`src/rtl/cpu_param_pkg.sv`:
```
// cpu_param_pkg: opcodes and instruction field extraction shared by the pipelined CPU.
package cpu_param_pkg;

    localparam logic [2:0] OP_NOP  = 3'd0;
    localparam logic [2:0] OP_ADD  = 3'd1;
    localparam logic [2:0] OP_SUB  = 3'd2;
    localparam logic [2:0] OP_AND  = 3'd3;
    localparam logic [2:0] OP_LDI  = 3'd4;
    localparam logic [2:0] OP_LD   = 3'd5;
    localparam logic [2:0] OP_ST   = 3'd6;
    localparam logic [2:0] OP_HALT = 3'd7;

    // Instructions are passed zero-extended to 32 bits; callers narrow the result.
    function automatic logic [2:0] f_op(input logic [31:0] instr, input int ra_w);
        return instr[3*ra_w +: 3];
    endfunction

    // slot 2 = rd, 1 = rs, 0 = rt
    function automatic logic [31:0] f_reg(input logic [31:0] instr, input int ra_w, input int slot);
        return (instr >> (slot * ra_w)) & ((32'd1 << ra_w) - 32'd1);
    endfunction

    function automatic logic [31:0] f_imm(input logic [31:0] instr, input int ra_w);
        return instr & ((32'd1 << (2 * ra_w)) - 32'd1);
    endfunction

endpackage

```
`src/rtl/pipe_alu.sv`:
```
// pipe_alu: combinational ALU for ADD/SUB/AND/LDI; LDI passes the immediate on i_b.
module pipe_alu
    import cpu_param_pkg::*;
#(
    parameter int DATA_W = 8
) (
    input  logic [2:0]        i_op,
    input  logic [DATA_W-1:0] i_a,
    input  logic [DATA_W-1:0] i_b,
    output logic [DATA_W-1:0] o_result,
    output logic              o_we
);

    assign o_result = (i_op == OP_ADD) ? i_a + i_b :
                      (i_op == OP_SUB) ? i_a - i_b :
                      (i_op == OP_AND) ? i_a & i_b : i_b;
    assign o_we = (i_op == OP_ADD) || (i_op == OP_SUB) || (i_op == OP_AND) || (i_op == OP_LDI);

endmodule

```
`src/rtl/pipe_cpu_param.sv`:
```
// pipe_cpu_param: 4-stage in-order CPU (IF, ID, EX, WB) with full forwarding and HALT.
// Stage registers: r_if (fetched word), r_id (decode), r_ex (operands), r_wb (retire).
module pipe_cpu_param
    import cpu_param_pkg::*;
#(
    parameter  int DATA_W     = 8,
    parameter  int NREG       = 4,
    parameter  int IMEM_DEPTH = 16,
    parameter  int DMEM_DEPTH = 16,
    localparam int RA_W       = $clog2(NREG),
    localparam int PC_W       = $clog2(IMEM_DEPTH),
    localparam int DA_W       = $clog2(DMEM_DEPTH),
    localparam int INSTR_W    = 3 + 3 * RA_W
) (
    input  logic               clk,
    input  logic               rst,
    input  logic               imem_we,
    input  logic [PC_W-1:0]    imem_waddr,
    input  logic [INSTR_W-1:0] imem_wdata,
    input  logic               dmem_we,
    input  logic [DA_W-1:0]    dmem_waddr,
    input  logic [DATA_W-1:0]  dmem_wdata,
    input  logic [RA_W-1:0]    dbg_raddr,
    output logic [DATA_W-1:0]  dbg_rdata,
    output logic [PC_W-1:0]    pc,
    output logic               retire_valid,
    output logic               retire_we,
    output logic [RA_W-1:0]    retire_rd,
    output logic [DATA_W-1:0]  retire_data,
    output logic               halted
);

    logic [INSTR_W-1:0] r_imem [IMEM_DEPTH];
    logic [DATA_W-1:0]  r_dmem [DMEM_DEPTH];
    logic [DATA_W-1:0]  r_rf   [NREG];

    logic [PC_W-1:0]    r_pc;
    logic               r_if_v, r_id_v, r_ex_v, r_wb_v, r_wb_we, r_stop, r_halted;
    logic [INSTR_W-1:0] r_if_instr, r_id_instr;
    logic [2:0]         r_ex_op, r_wb_op;
    logic [RA_W-1:0]    r_ex_rd, r_ex_rs, r_ex_rt, r_wb_rd;
    logic [DATA_W-1:0]  r_ex_a, r_ex_b, r_ex_imm, r_wb_data;

    logic [2:0]         w_id_op;
    logic [RA_W-1:0]    w_id_rd, w_id_rs, w_id_rt;
    logic [DATA_W-1:0]  w_id_a, w_id_b, w_id_imm;
    logic [DATA_W-1:0]  w_ex_a, w_ex_b, w_alu_b, w_alu_res, w_ex_data;
    logic [DA_W-1:0]    w_ex_addr;
    logic               w_alu_we, w_ex_we, w_ex_st, w_kill;

    assign w_id_op  = f_op(32'(r_id_instr), RA_W);
    assign w_id_rd  = RA_W'(f_reg(32'(r_id_instr), RA_W, 2));
    assign w_id_rs  = RA_W'(f_reg(32'(r_id_instr), RA_W, 1));
    assign w_id_rt  = RA_W'(f_reg(32'(r_id_instr), RA_W, 0));
    assign w_id_imm = DATA_W'(f_imm(32'(r_id_instr), RA_W));
    // ID reads see the value WB is writing this same cycle.
    assign w_id_a = (r_wb_we && r_wb_rd == w_id_rs) ? r_wb_data : r_rf[w_id_rs];
    assign w_id_b = (r_wb_we && r_wb_rd == w_id_rt) ? r_wb_data : r_rf[w_id_rt];

    assign w_ex_a    = (r_wb_we && r_wb_rd == r_ex_rs) ? r_wb_data : r_ex_a;
    assign w_ex_b    = (r_wb_we && r_wb_rd == r_ex_rt) ? r_wb_data : r_ex_b;
    assign w_alu_b   = (r_ex_op == OP_LDI) ? r_ex_imm : w_ex_b;
    assign w_ex_addr = DA_W'(w_ex_a);
    assign w_ex_data = (r_ex_op == OP_LD) ? r_dmem[w_ex_addr] : w_alu_res;
    assign w_ex_we   = w_alu_we || (r_ex_op == OP_LD);
    assign w_ex_st   = r_ex_v && (r_ex_op == OP_ST);
    // Once HALT reaches EX nothing younger may ever become valid again until reset.
    assign w_kill    = r_stop || (r_ex_v && r_ex_op == OP_HALT);

    pipe_alu #(.DATA_W(DATA_W)) u_alu (
        .i_op     (r_ex_op),
        .i_a      (w_ex_a),
        .i_b      (w_alu_b),
        .o_result (w_alu_res),
        .o_we     (w_alu_we)
    );

    always_ff @(posedge clk) begin
        if (rst && imem_we)
            r_imem[imem_waddr] <= imem_wdata;
        if (rst && dmem_we)
            r_dmem[dmem_waddr] <= dmem_wdata;
        else if (!rst && w_ex_st)
            r_dmem[w_ex_addr] <= w_ex_b;
    end

    always_ff @(posedge clk) begin
        if (rst) begin
            r_pc      <= '0;
            r_if_v    <= 1'b0;
            r_id_v    <= 1'b0;
            r_ex_v    <= 1'b0;
            r_wb_v    <= 1'b0;
            r_wb_we   <= 1'b0;
            r_wb_rd   <= '0;
            r_wb_data <= '0;
            r_wb_op   <= OP_NOP;
            r_stop    <= 1'b0;
            r_halted  <= 1'b0;
            for (int i = 0; i < NREG; i++)
                r_rf[i] <= '0;
        end else begin
            if (!w_kill)
                r_pc <= r_pc + PC_W'(1);
            r_if_v     <= !w_kill;
            r_if_instr <= r_imem[r_pc];
            r_id_v     <= r_if_v && !w_kill;
            r_id_instr <= r_if_instr;
            r_ex_v     <= r_id_v && !w_kill;
            r_ex_op    <= w_id_op;
            r_ex_rd    <= w_id_rd;
            r_ex_rs    <= w_id_rs;
            r_ex_rt    <= w_id_rt;
            r_ex_a     <= w_id_a;
            r_ex_b     <= w_id_b;
            r_ex_imm   <= w_id_imm;
            r_wb_v     <= r_ex_v;
            r_wb_we    <= r_ex_v && w_ex_we;
            r_wb_rd    <= r_ex_rd;
            r_wb_data  <= w_ex_data;
            r_wb_op    <= r_ex_op;
            r_stop     <= w_kill;
            r_halted   <= r_halted || (r_wb_v && r_wb_op == OP_HALT);
            if (r_wb_we)
                r_rf[r_wb_rd] <= r_wb_data;
        end
    end

    assign pc           = r_pc;
    assign retire_valid = r_wb_v;
    assign retire_we    = r_wb_we;
    assign retire_rd    = r_wb_rd;
    assign retire_data  = r_wb_data;
    assign halted       = r_halted;
    assign dbg_rdata    = r_rf[dbg_raddr];

endmodule

```
`config.mk`:
```
export PLATFORM = sky130hd
export DESIGN_NAME = pipe_cpu_param
export DESIGN_NICKNAME = d
export VERILOG_FILES = /design/src/rtl/cpu_param_pkg.sv /design/src/rtl/pipe_alu.sv /design/src/rtl/pipe_cpu_param.sv
export SDC_FILE = /design/constraint.sdc
export NUM_CORES = 1
export LEC_CHECK = 0
export ABC_CLOCK_PERIOD_IN_PS = 4800
export CAP_MARGIN = 20
export CORE_MARGIN = 4
export CORE_UTILIZATION = 25
export DETAILED_ROUTE_END_ITERATION = 8
export PLACE_DENSITY = 0.36
export SLEW_MARGIN = 15
export SYNTH_ARGS = -nofsm -noshare
export SYNTH_HDL_FRONTEND = slang
export SYNTH_HIERARCHICAL = 1
export SYNTH_SLANG_ARGS = --single-unit
```
`constraint.sdc`:
```
create_clock -name clk -period 4.8 [get_ports clk]
set_clock_uncertainty 0.05 [all_clocks]
set_input_delay 0.96 -clock clk [delete_from_list [all_inputs] [get_ports clk]]
set_output_delay 0.96 -clock clk [all_outputs]
set_load 0.03 [all_outputs]
```
==> Yosys cells after proc, flatten, opt, wreduce, memory -nomap -nowiden <==
Memory sizes are Yosys's and may differ from the RTL's. A register that Yosys moved wholly into a read port is not among the register bits.
Cells that the tools add are included.
{ "word_totals": {"regBits": 46, "latch_bits": 0, "ramBits": 304, "mem_bits_ro": 0, "input_bits": 31, "memories": 3} }
{ "classes": {"add_sub_neg": 3, "mul": 0, "n_div": 0, "magnitude_cmp": 0, "n_eq_ne": 10, "n_shift": 0, "muxes": 25, "bitwise_logic": 1, "reduce_logical": 24} }
{ "memory_table": {"columns": ["memory", "words", "word_bits", "rd", "rd_ports_with_merged_regs", "wr", "line_no", "source"], "rows": [
  ["r_imem", 16, 9, 1, 1, 1, "pipe_cpu_param.sv:33", "logic [INSTR_W-1:0] r_imem [IMEM_DEPTH];"],
  ["r_dmem", 16, 8, 1, 0, 1, "pipe_cpu_param.sv:34", "logic [DATA_W-1:0] r_dmem [DMEM_DEPTH];"],
  ["r_rf", 4, 8, 3, 2, 4, "pipe_cpu_param.sv:35", "logic [DATA_W-1:0] r_rf [NREG];"]
]} }
{ "op_table": {"columns": ["operator", "n"], "rows": [
  ["$mux 8", 9],
  ["$reduce_or 8->1", 2],
  ["$eq 3x3->1 const B", 5],
  ["$mux 1", 14],
  ["$logic_and 1x1->1", 11],
  ["$add 8x8->8", 1],
  ["$and 8x8->8", 1],
  ["$sub 8x8->8", 1],
  ["$eq 3x2->1 const B", 2],
  ["$logic_or 1x1->1", 6],
  ["$logic_not 1->1", 5],
  ["$add 4x1->4 const B", 1],
  ["$eq 2x2->1", 2],
  ["$mux 4", 1],
  ["$eq 3x1->1 const B", 1],
  ["$mux 2", 1]
]} }

==> Logic depth before layout (Yosys ltp) <==
Gate-level depths: netlist of run 1.
{ "logic_depth": {"ltp_word": 9, "depth_mapped": 17, "depth_no_buf": 15} }

==> Cells and area by module <==
Netlist of run 1, hierarchy kept.
{ "by_module_without_submodules": {"columns": ["mod", "n_inst", "cells_per_inst", "area_each_um2", "seq_area_each_um2"], "rows": [
  ["pipe_cpu_param", 1, 911, 15775.1, 10900.5],
  ["pipe_alu", 1, 130, 904.6, 0.0]
]} }

==> Worst setup path after synthesis of run 1 <==
OpenSTA, ideal clock, no wires.
{ "synth_path": {"path_type": "flip-flop to flip-flop", "start": "register r_wb_rd[0], in the netlist retire_rd[0]", "end": "register r_wb_data[6], in the netlist retire_data[6]", "setup_time_ps": 120, "arrival_time_ps": 3506, "required_ps": 4630, "slack_ps": 1124, "path_stages_with_launch": 17, "n_path_buf": 1, "path_cell_list": "dfxtp_1 clkbuf_1 xnor2_1 nand3_1 mux2i_1 a21oi_1 ha_1 inv_1 fa_1 nor3_1 a211o_1 a221oi_2 o22a_1 o221a_2 nor2_1 nor2_1 o31a_1"} }
{ "synth_lines": {"columns": ["element", "line_no", "source"], "rows": [
  ["start: declaration", "pipe_cpu_param.sv:41", "logic [RA_W-1:0] r_ex_rd, r_ex_rs, r_ex_rt, r_wb_rd;"],
  ["start signal: assignment", "pipe_cpu_param.sv:119", "r_wb_rd <= r_ex_rd;"],
  ["$eq 2x2->1 *", "pipe_cpu_param.sv:61", "assign w_ex_b = (r_wb_we && r_wb_rd == r_ex_rt) ? r_wb_data : r_ex_b;"],
  ["$logic_and 1x1->1 *", "pipe_cpu_param.sv:61", null],
  ["$mux 8 *", "pipe_cpu_param.sv:61", null],
  ["$mux 8 *", "pipe_cpu_param.sv:62", "assign w_alu_b = (r_ex_op == OP_LDI) ? r_ex_imm : w_ex_b;"],
  ["via w_alu_b[0]", "pipe_cpu_param.sv:47", "logic [DATA_W-1:0] w_ex_a, w_ex_b, w_alu_b, w_alu_res, w_ex_data;"],
  ["$sub 8x8->8", "pipe_alu.sv:15", "(i_op == OP_SUB) ? i_a - i_b :"],
  ["$mux 8", "pipe_alu.sv:15", null],
  ["$mux 8 *", "pipe_alu.sv:14", "assign o_result = (i_op == OP_ADD) ? i_a + i_b :"],
  ["via w_alu_res[6]", "pipe_cpu_param.sv:47", null],
  ["$mux 8 *", "pipe_cpu_param.sv:64", "assign w_ex_data = (r_ex_op == OP_LD) ? r_dmem[w_ex_addr] : w_alu_res;"],
  ["end signal: assignment", "pipe_cpu_param.sv:120", "r_wb_data <= w_ex_data;"],
  ["end: declaration", "pipe_cpu_param.sv:42", "logic [DATA_W-1:0] r_ex_a, r_ex_b, r_ex_imm, r_wb_data;"]
]} }
The timed path passes the listed nets; every way through them passes the cells marked *.
A chain may end at the register's enable or synchronous reset.

==> Worst setup path after layout of run 1 <==
{ "layout_path": {"start": "input dbg_raddr[0]", "end": "output dbg_rdata[5]"} }
{ "layout_via": {"elab_chain_len": 1} }
{ "layout_rtl": {"columns": ["element", "line_no", "source"], "rows": [
  ["start: declaration", "pipe_cpu_param.sv:23", "input logic [RA_W-1:0] dbg_raddr,"],
  ["$mem_v2 4x8", null, null],
  ["end: declaration", "pipe_cpu_param.sv:24", "output logic [DATA_W-1:0] dbg_rdata,"]
]} }
Every way passes these cells.

==> results of run 1 <==
cell usage in the layout (no fill, tap or decap), types with 32 or more instances in the layout:
| cell type | instances |
|---|---|
| nand2_1 | 72 |
| clkbuf_16 | 48 |
| mux2_2 | 35 |
| edfxtp_1 | 347 |
| mux4_2 | 93 |
| buf_4 | 55 |
| nor2_1 | 78 |
| a21oi_1 | 32 |
| and2_1 | 35 |
| clkdlybuf4s50_1 | 54 |
kinds of logic after synthesis:
kind of cell	count (synthesis)
mux	165
buf+inv	78
flops	371
xor+xnor	10
fa+ha+maj	19
compound gates	130
simple gates	268
sequential cells by signal, summed over array words and instances, names as in the netlist, 4 cells and up:
register,cells
pc,4
r_dmem,128
r_ex_a,8
r_ex_b,8
r_id_instr,9
r_if_instr,9
r_imem,144
r_rf,32
retire_data,8
where the power goes:
group | leakage [uW] | switching [uW] | total (uW) | internal [uW]
clock | 0.000699 | 1390 | 3260 | 1870
sequential | 0.00340 | 85.4 | 3720 | 3630
combinational | 0.00251 | 502 | 891 | 389
layer usage:
metal  up-vias  track usage, %  routed length, microns
met5         -               0                      13
met4         2            3.11                     837
met1      4763            17.8                   21400
li1       4319               -                       -
met2       150            21.7                   22400
met3        57            2.14                    1580
final timing paths:
kind               endpoint  slack, ps           from  depth (start not counted)
min reg2reg      r_ex_rd[0]        360  r_id_instr[4]                          0
max            dbg_rdata[5]        790   dbg_raddr[0]                          3
min              r_ex_rd[0]        360  r_id_instr[4]                          0
max reg2reg  retire_data[6]        960   retire_rd[0]                         13
cell type report:
class | count | share of cell area [%]
flip-flops and latches | 371 | 54.6
repair buffers | 111 | 4.90
clock buffers | 62 | 6.38
clock inverters | 26 | 0.803
multi-input cells | 592 | 27.4
well taps | 864 | 5.42
inverters | 21 | 0.408
stage by stage:
stage	cell area, sq um	power (uW)
after global routing	20000	8210
after detailed placement	18500	4690
final	20000	7870
after floorplan	16700	4340
after global placement	18500	4690
after CTS	20000	8020
==> run summary, run 1 <==
Post-Layout Cell Count: 2047
setup ws final: 795 ps
die footprint: 0.0709 sq mm
fmax: 250 MHz
main combinational cell family by area after synthesis: multiplexers
floorplan die height: 266 microns
min Tclk post-route: 4010 ps
Avg Inst Size Synth: 16.0 sq um
GP Congestion: 0.748
cell taking the most area after synthesis: edfxtp_1
Synth Area in Compound Gates: 5.51%
Pwr Density: 394 mW/mm^2
CP Class: in -> out
fraction of layout cells with a size suffix above 1: 22.8%
Initial Util: 25.3%
Syn Nets: 1091
CP delay by family, top: buffers and inverters
number of vias per cell: 4.54
register area share after synthesis: 65.4%
first-pass GRT wire length: 67800 microns
outcome: completed
top cells by count, synth: edfxtp_1 (347), mux4_2 (93), nor2_1 (78), nand2_1 (72), clkbuf_1 (37)
Hold Crit Class: reg -> reg
Cells after DPL: 1959
core occupancy in the finished layout: 30.2%
multi-input gate area in the final layout: 0.00547 sq mm
setup repair bufs after CTS: 0
nets: 1194
Synth Area in XOR/XNOR: 0.525%
Tightest Pin Transition: 853 ps
setup violators final: 0
Area Growth Syn to Fin: 19.6%
synthesized area: 0.0167 sq mm
top post-synthesis cells by area: edfxtp_1 (62%), mux4_2 (13%), dfxtp_1 (2.9%)
sequential standard cell area: 0.0109 sq mm
Req. time, crit path: 3790 ps
Routed Antenna Nets: 0
Worst-Skew Late Latency: 590 ps
n_diodes: 0
hold_buf cts: 0
most frequent cell after synthesis: edfxtp_1
max_cap viols: 0
Max Root-Sink Buffers: 3
mux cell area share after synthesis: 17.3%
CTS tree: yes
Max FO, Critical Path: 8
Clock transition at path regs: 50 ps
RSZ-0062 raised after global routing: false
drt first-iter violations: 619
core area: 0.0660 sq mm
die width: 266 microns
final slew viol count: 0
final hold vios: 0
Bufs and invs on worst path: 2
WL final: 46200 microns
part of the cycle the worst path needs: 83.4%
All-Layer GR Usage: 13.0%
DRT Pass-1 Iters: 5
Remaining Overflow, GRT: 0
FFs w/ async S/R, synth: 0%
DRC: 0
pre-CTS WS: 744 ps
startpoint class of the critical path: primary input
# IOs: 56
setup TNS: 0 ps
initial antenna violation count: 2
Max stage delay on crit path: 850 ps
slowest stage cell, crit path: clkdlybuf4s50_1
Post-Synth Adder-Cell Area: 1.52%
number of CTS-inserted buffers: 47
Seq cells post-synth: 371
Synth Area in Simple Gates: 7.88%
fill cell count: 6488
number of H-tree levels: 2
Final HPWL DP: 31200 microns
IO buf count: 55
vias in the first global route: 9812
Yosys warning count: 6
largest net degree at the start of global routing: 47
clock tree root buffer cell: clkbuf_16
synth unique cells: 69
Cells after Synth: 1041
share of the synthesized area in the top cell type: 62.5%
Slew HR: 42.9%
worst path arrival time: 3000 ps
cells resized by post-CTS repair: 0
worst IR drop on VDD: 0.211 mV
number of clock sinks: 371
crit-path cells: clkdlybuf4s50_1 -> mux4_2 -> clkdlybuf4s50_1
Leak: 0.00661 uW
row cnt: 94
DR WL/cell: 22.6 microns
EDFF count, synth: 347
vias: 9291
critical path endpoint category: primary output
ys flop type: edfxtp_1
WHS: 364 ps
crit-path most repeated cell: clkdlybuf4s50_1
(Power assumes the default switching activity.)
==> run 2: changes to the inputs <==
- ABC_CLOCK_PERIOD_IN_PS: 4800 -> 3900
- clock period: 4.8 -> 3.9 ns (I/O delays scaled with it)
==> run 2 against run 1 <==
Net effect:
- register-to-register slack got worse by 540 ps
- utilization increased by 0.095 points
- non-clock buffer count increased by 14
- routed wire length increased by 0.68%
- first-iteration DRC count increased by 0.97%
- sequential cell count unchanged
- worst setup slack got worse by 380 ps
- hold slack improved by 3.0 ps
==> run summary, run 2 (synthesis results as in run 1) <==
initial antenna violation count: 0
worst r2r path cells: 13
core occupancy in the finished layout: 30.3%
min Tclk post-route: 3480 ps
die width: 266 microns
Req. time, crit path: 4370 ps
final slew viol count: 0
fraction of layout cells with a size suffix above 1: 23.4%
Combinational Power Share: 11.8%
reg2reg start: r_ex_rs[1]
Slew HR: 27.8%
first-pass GRT wire length: 69200 microns
Cells after DPL: 1973
setup TNS: 0 ps
number of H-tree levels: 2
Sw Share: 24.8%
drt first-iter violations: 625
Reg with most FFs: r_imem
vias in the first global route: 9971
CP delay by family, top: compound AO/OA/AOI/OAI gates
Tot Pwr: 9650 uW
Clock transition at path regs: 50 ps
reg2reg end: retire_data[6]
DRC: 0
Hold Crit Depth: 0
commonest non-fill, non-tap cell in the layout: edfxtp_1
CP Class: reg -> reg
core area: 0.0660 sq mm
biggest regs: r_imem (144), r_dmem (128), r_rf (32)
All-Layer GR Usage: 13.2%
GP Congestion: 0.797
CTS tree: yes
nets: 1205
row cnt: 94
number of CTS-inserted buffers: 44
DP Area: 0.0186 sq mm
# IOs: 56
cells resized by post-CTS repair: 0
DRT Pass-1 Iters: 5
WL final: 46500 microns
fmax: 287 MHz
IO buf count: 55
critical path endpoint category: flip-flop
Reg power frac: 47.1%
crit-path cells: xnor2_1 -> nand3_2 -> buf_4 -> mux2_2 -> ha_1 -> inv_1 -> a211o_1 -> a221oi_2 -> o22a_1 -> o221a_2 -> nor2_1 -> nor2_1 -> o31a_1
worst IR drop on VDD: 0.281 mV
Final HPWL DP: 31200 microns
Bufs and invs on worst path: 2
Leak: 0.00666 uW
floorplan die height: 266 microns
Initial Util: 25.3%
max_cap viols: 0
largest net degree at the start of global routing: 47
Hold Startpoint: r_if_instr[3]
setup repair bufs after CTS: 0
Post-Layout Cell Count: 2053
part of the cycle the worst path needs: 89.3%
Hold EP: r_id_instr[3]
Max stage delay on crit path: 450 ps
number of vias per cell: 4.57
max reg flops: 144
Max FO, Critical Path: 17
number of clock sinks: 371
hold_buf cts: 0
Clk network pwr share: 41.1%
Max Root-Sink Buffers: 3
final hold vios: 0
Worst-Skew Late Latency: 580 ps
Net Switching: 2400 uW
crit-path most repeated cell: nor2_1
slowest stage cell, crit path: ha_1
Routed Antenna Nets: 0
clock tree root buffer cell: clkbuf_16
worst path arrival time: 3950 ps
outcome: completed
vias: 9383
Hold Crit Class: reg -> reg
Pint: 7250 uW
Area Growth Syn to Fin: 20.0%
most frequent cells in the layout: edfxtp_1 (347), mux4_2 (93), nor2_1 (78)
R2R setup slack: 420 ps
Remaining Overflow, GRT: 0
startpoint class of the critical path: flip-flop
RSZ-0062 raised after global routing: false
Pwr Density: 482 mW/mm^2
die footprint: 0.0709 sq mm
fin area: 0.0200 sq mm
Tightest Pin Transition: 1080 ps
setup violators final: 0
DR WL/cell: 22.7 microns
==> run 2: changes by cell type in the layout (fill, tap and decap cells not counted), sizes merged <==
cell,change
clkinvlp,-1
clkinv,-8
bufinv,+2
diode,+1
clkbuf,-2
buf,+14
==> run 2: stage by stage <==
step                      hold WS [ps]  worst slack [ps]
after floorplan                    350               224
after global placement             351               473
after detailed placement           355               434
after CTS                          368               422
after global routing               375               198
final                              367               416
==> run 2: area by class of cell <==
cell class              instances  area, sq um
diodes                          1         2.50
multi-input cells             592         5470
well taps                     864         1080
clock inverters                19          188
inverters                      21         81.3
clock buffers                  60         1200
fillers                      6481        46000
flip-flops and latches        371        10900
repair buffers                125         1080
==> run 2: worst max-delay path by stage <==
stage	endpoint	slack [ps]	startpoint	cells after the start
2_1_floorplan	retire_data[6]	220	retire_rd[0]	16
3_3_place_gp	retire_data[6]	470	r_ex_imm[1]	15
3_5_place_dp	retire_data[6]	430	r_ex_rs[1]	13
4_1_cts	retire_data[6]	420	r_ex_rs[1]	13
5_1_grt	retire_data[6]	200	r_ex_rs[0]	15
6_report	retire_data[6]	420	r_ex_rs[1]	13
==> run 2: routing by layer <==
| layer | routed length (microns) | GRT usage (%) | vias to the layer above |
|---|---|---|---|
| li1 | - | - | 4333 |
| met1 | 21500 | 18.3 | 4811 |
| met2 | 22600 | 21.8 | 181 |
| met5 | 0 | 0 | - |
| met3 | 1620 | 2.12 | 58 |
| met4 | 836 | 3.13 | 0 |
==> run 2: power groups by stage <==
| stage | sequential (uW) | clock (uW) | combinational (uW) |
|---|---|---|---|
| detailed placement | 4630 | 0 | 1160 |
| CTS | 4550 | 4120 | 1170 |
| global route | 4560 | 4280 | 1250 |
| global placement | 4630 | 0 | 1170 |
| finish | 4550 | 3960 | 1140 |
| floorplan | 4620 | 0 | 719 |
==> run 3: changes to the inputs <==
- ABC_CLOCK_PERIOD_IN_PS: 3900 -> not set
- clock period: 3.9 -> 4.3 ns (I/O delays scaled with it)
==> run 3 against run 2 <==
Net effect:
- count of clock-buffer cells in the layout down 4
- worst setup slack gained 300 ps
- clock power is 5.8% lower
- global-route usage fell by 0.21 points
- power fell by 7.9%
- hold slack about the same
- sequential power shrank 8.6%
- register-to-register slack better by 300 ps
==> run summary, run 3 (synthesis results as in run 1) <==
nets: 1203
All-Layer GR Usage: 13.0%
Tightest Pin Transition: 798 ps
worst IR drop on VDD: 0.305 mV
core area: 0.0660 sq mm
Max FO, Critical Path: 11
Leak: 0.00666 uW
Slew HR: 46.8%
pre-CTS WS: 710 ps
Clock transition at path regs: 60 ps
number of clock sinks: 371
die footprint: 0.0709 sq mm
row cnt: 94
Remaining Overflow, GRT: 0
drt first-iter violations: 534
IO buf count: 55
critical path endpoint category: flip-flop
startpoint class of the critical path: flip-flop
Tot Pwr: 8880 uW
DR WL/cell: 22.5 microns
Max Root-Sink Buffers: 3
RSZ-0062 raised after global routing: false
WL final: 46100 microns
commonest non-fill, non-tap cell in the layout: edfxtp_1
Initial Util: 25.3%
DP Area: 0.0186 sq mm
largest net degree at the start of global routing: 47
floorplan die height: 266 microns
most frequent cells in the layout: edfxtp_1 (347), mux4_2 (93), nor2_1 (78)
setup TNS: 0 ps
final hold vios: 0
biggest regs: r_imem (144), r_dmem (128), r_rf (32)
GP Congestion: 0.774
setup violators final: 0
setup repair bufs after CTS: 0
multi-input gate area in the final layout: 0.00547 sq mm
max reg flops: 144
setup ws final: 712 ps
clock tree root buffer cell: clkbuf_16
die width: 266 microns
fin area: 0.0200 sq mm
CTS tree: yes
first-pass GRT wire length: 68000 microns
Routed Antenna Nets: 0
Area Growth Syn to Fin: 20.1%
hold_buf cts: 0
Final HPWL DP: 31200 microns
fraction of layout cells with a size suffix above 1: 23.7%
fill cell count: 6490
Hold Crit Class: reg -> reg
number of CTS-inserted buffers: 45
number of H-tree levels: 2
Worst-Skew Late Latency: 570 ps
part of the cycle the worst path needs: 83.4%
outcome: completed
vias: 9486
number of vias per cell: 4.63
worst path arrival time: 4040 ps
# IOs: 56
vias in the first global route: 9872
sequential standard cell area: 0.0109 sq mm
DRT Pass-1 Iters: 5
max_cap viols: 0
CP Class: reg -> reg
fmax: 279 MHz
Req. time, crit path: 4750 ps
R2R setup slack: 710 ps
final slew viol count: 0
Reg with most FFs: r_imem
min Tclk post-route: 3590 ps
Pwr Density: 443 mW/mm^2
cells resized by post-CTS repair: 0
DRC: 0
initial antenna violation count: 1
-- run 3: cell type report --
| class | count | share of cell area [%] |
|---|---|---|
| diodes | 1 | 0.0125 |
| clock buffers | 56 | 6.03 |
| clock inverters | 22 | 1.20 |
| inverters | 21 | 0.406 |
| multi-input cells | 592 | 27.3 |
| flip-flops and latches | 371 | 54.4 |
| well taps | 864 | 5.39 |
| repair buffers | 122 | 5.23 |
-- run 3: critical path, cell delays in order (launching register included) --
cell and delay [ps]:
dfxtp_1 310, buf_4 170, xnor2_1 240, nand3_2 350, buf_4 310, mux2_2 330
ha_1 440, inv_1 60, a211o_1 340, a221oi_2 260, o22a_1 180, o221a_2 190
nor2_1 50, nor2_1 90, o31a_1 140
-- run 3: path summary, 6_finish.rpt --
check                           cells past startpoint     startpoint             end
worst max register to register                     14   retire_rd[0]  retire_data[6]
worst min-delay path                                0  r_id_instr[4]      r_ex_rd[0]
worst max-delay path                               14   retire_rd[0]  retire_data[6]
worst min register to register                      0  r_id_instr[4]      r_ex_rd[0]
-- run 3: power by group --
group	switching (uW)	internal [uW]
clock	1500	2230
sequential	103	4050
combinational	556	438
-- run 3: per-stage QoR --
| step | instances | hold slack, ps | util [%] |
|---|---|---|---|
| final | 2049 | 368 | 30.4 |
| after detailed placement | 1970 | 355 | 28.2 |
| after global routing | 2048 | 375 | 30.4 |
| after CTS | 2048 | 369 | 30.4 |
| after global placement | 1970 | 351 | 28.2 |
| after floorplan | 1041 | 350 | - |
-- run 3: layer usage --
metal	GRT usage [%]	part of all wire (%)	routed length (microns)	vias up
met2	21.2	47	21800	214
met5	0	0	0	-
met3	2.07	4.2	1940	64
met1	18.0	46	21200	4864
met4	3.54	2.4	1100	0
li1	-	-	-	4344
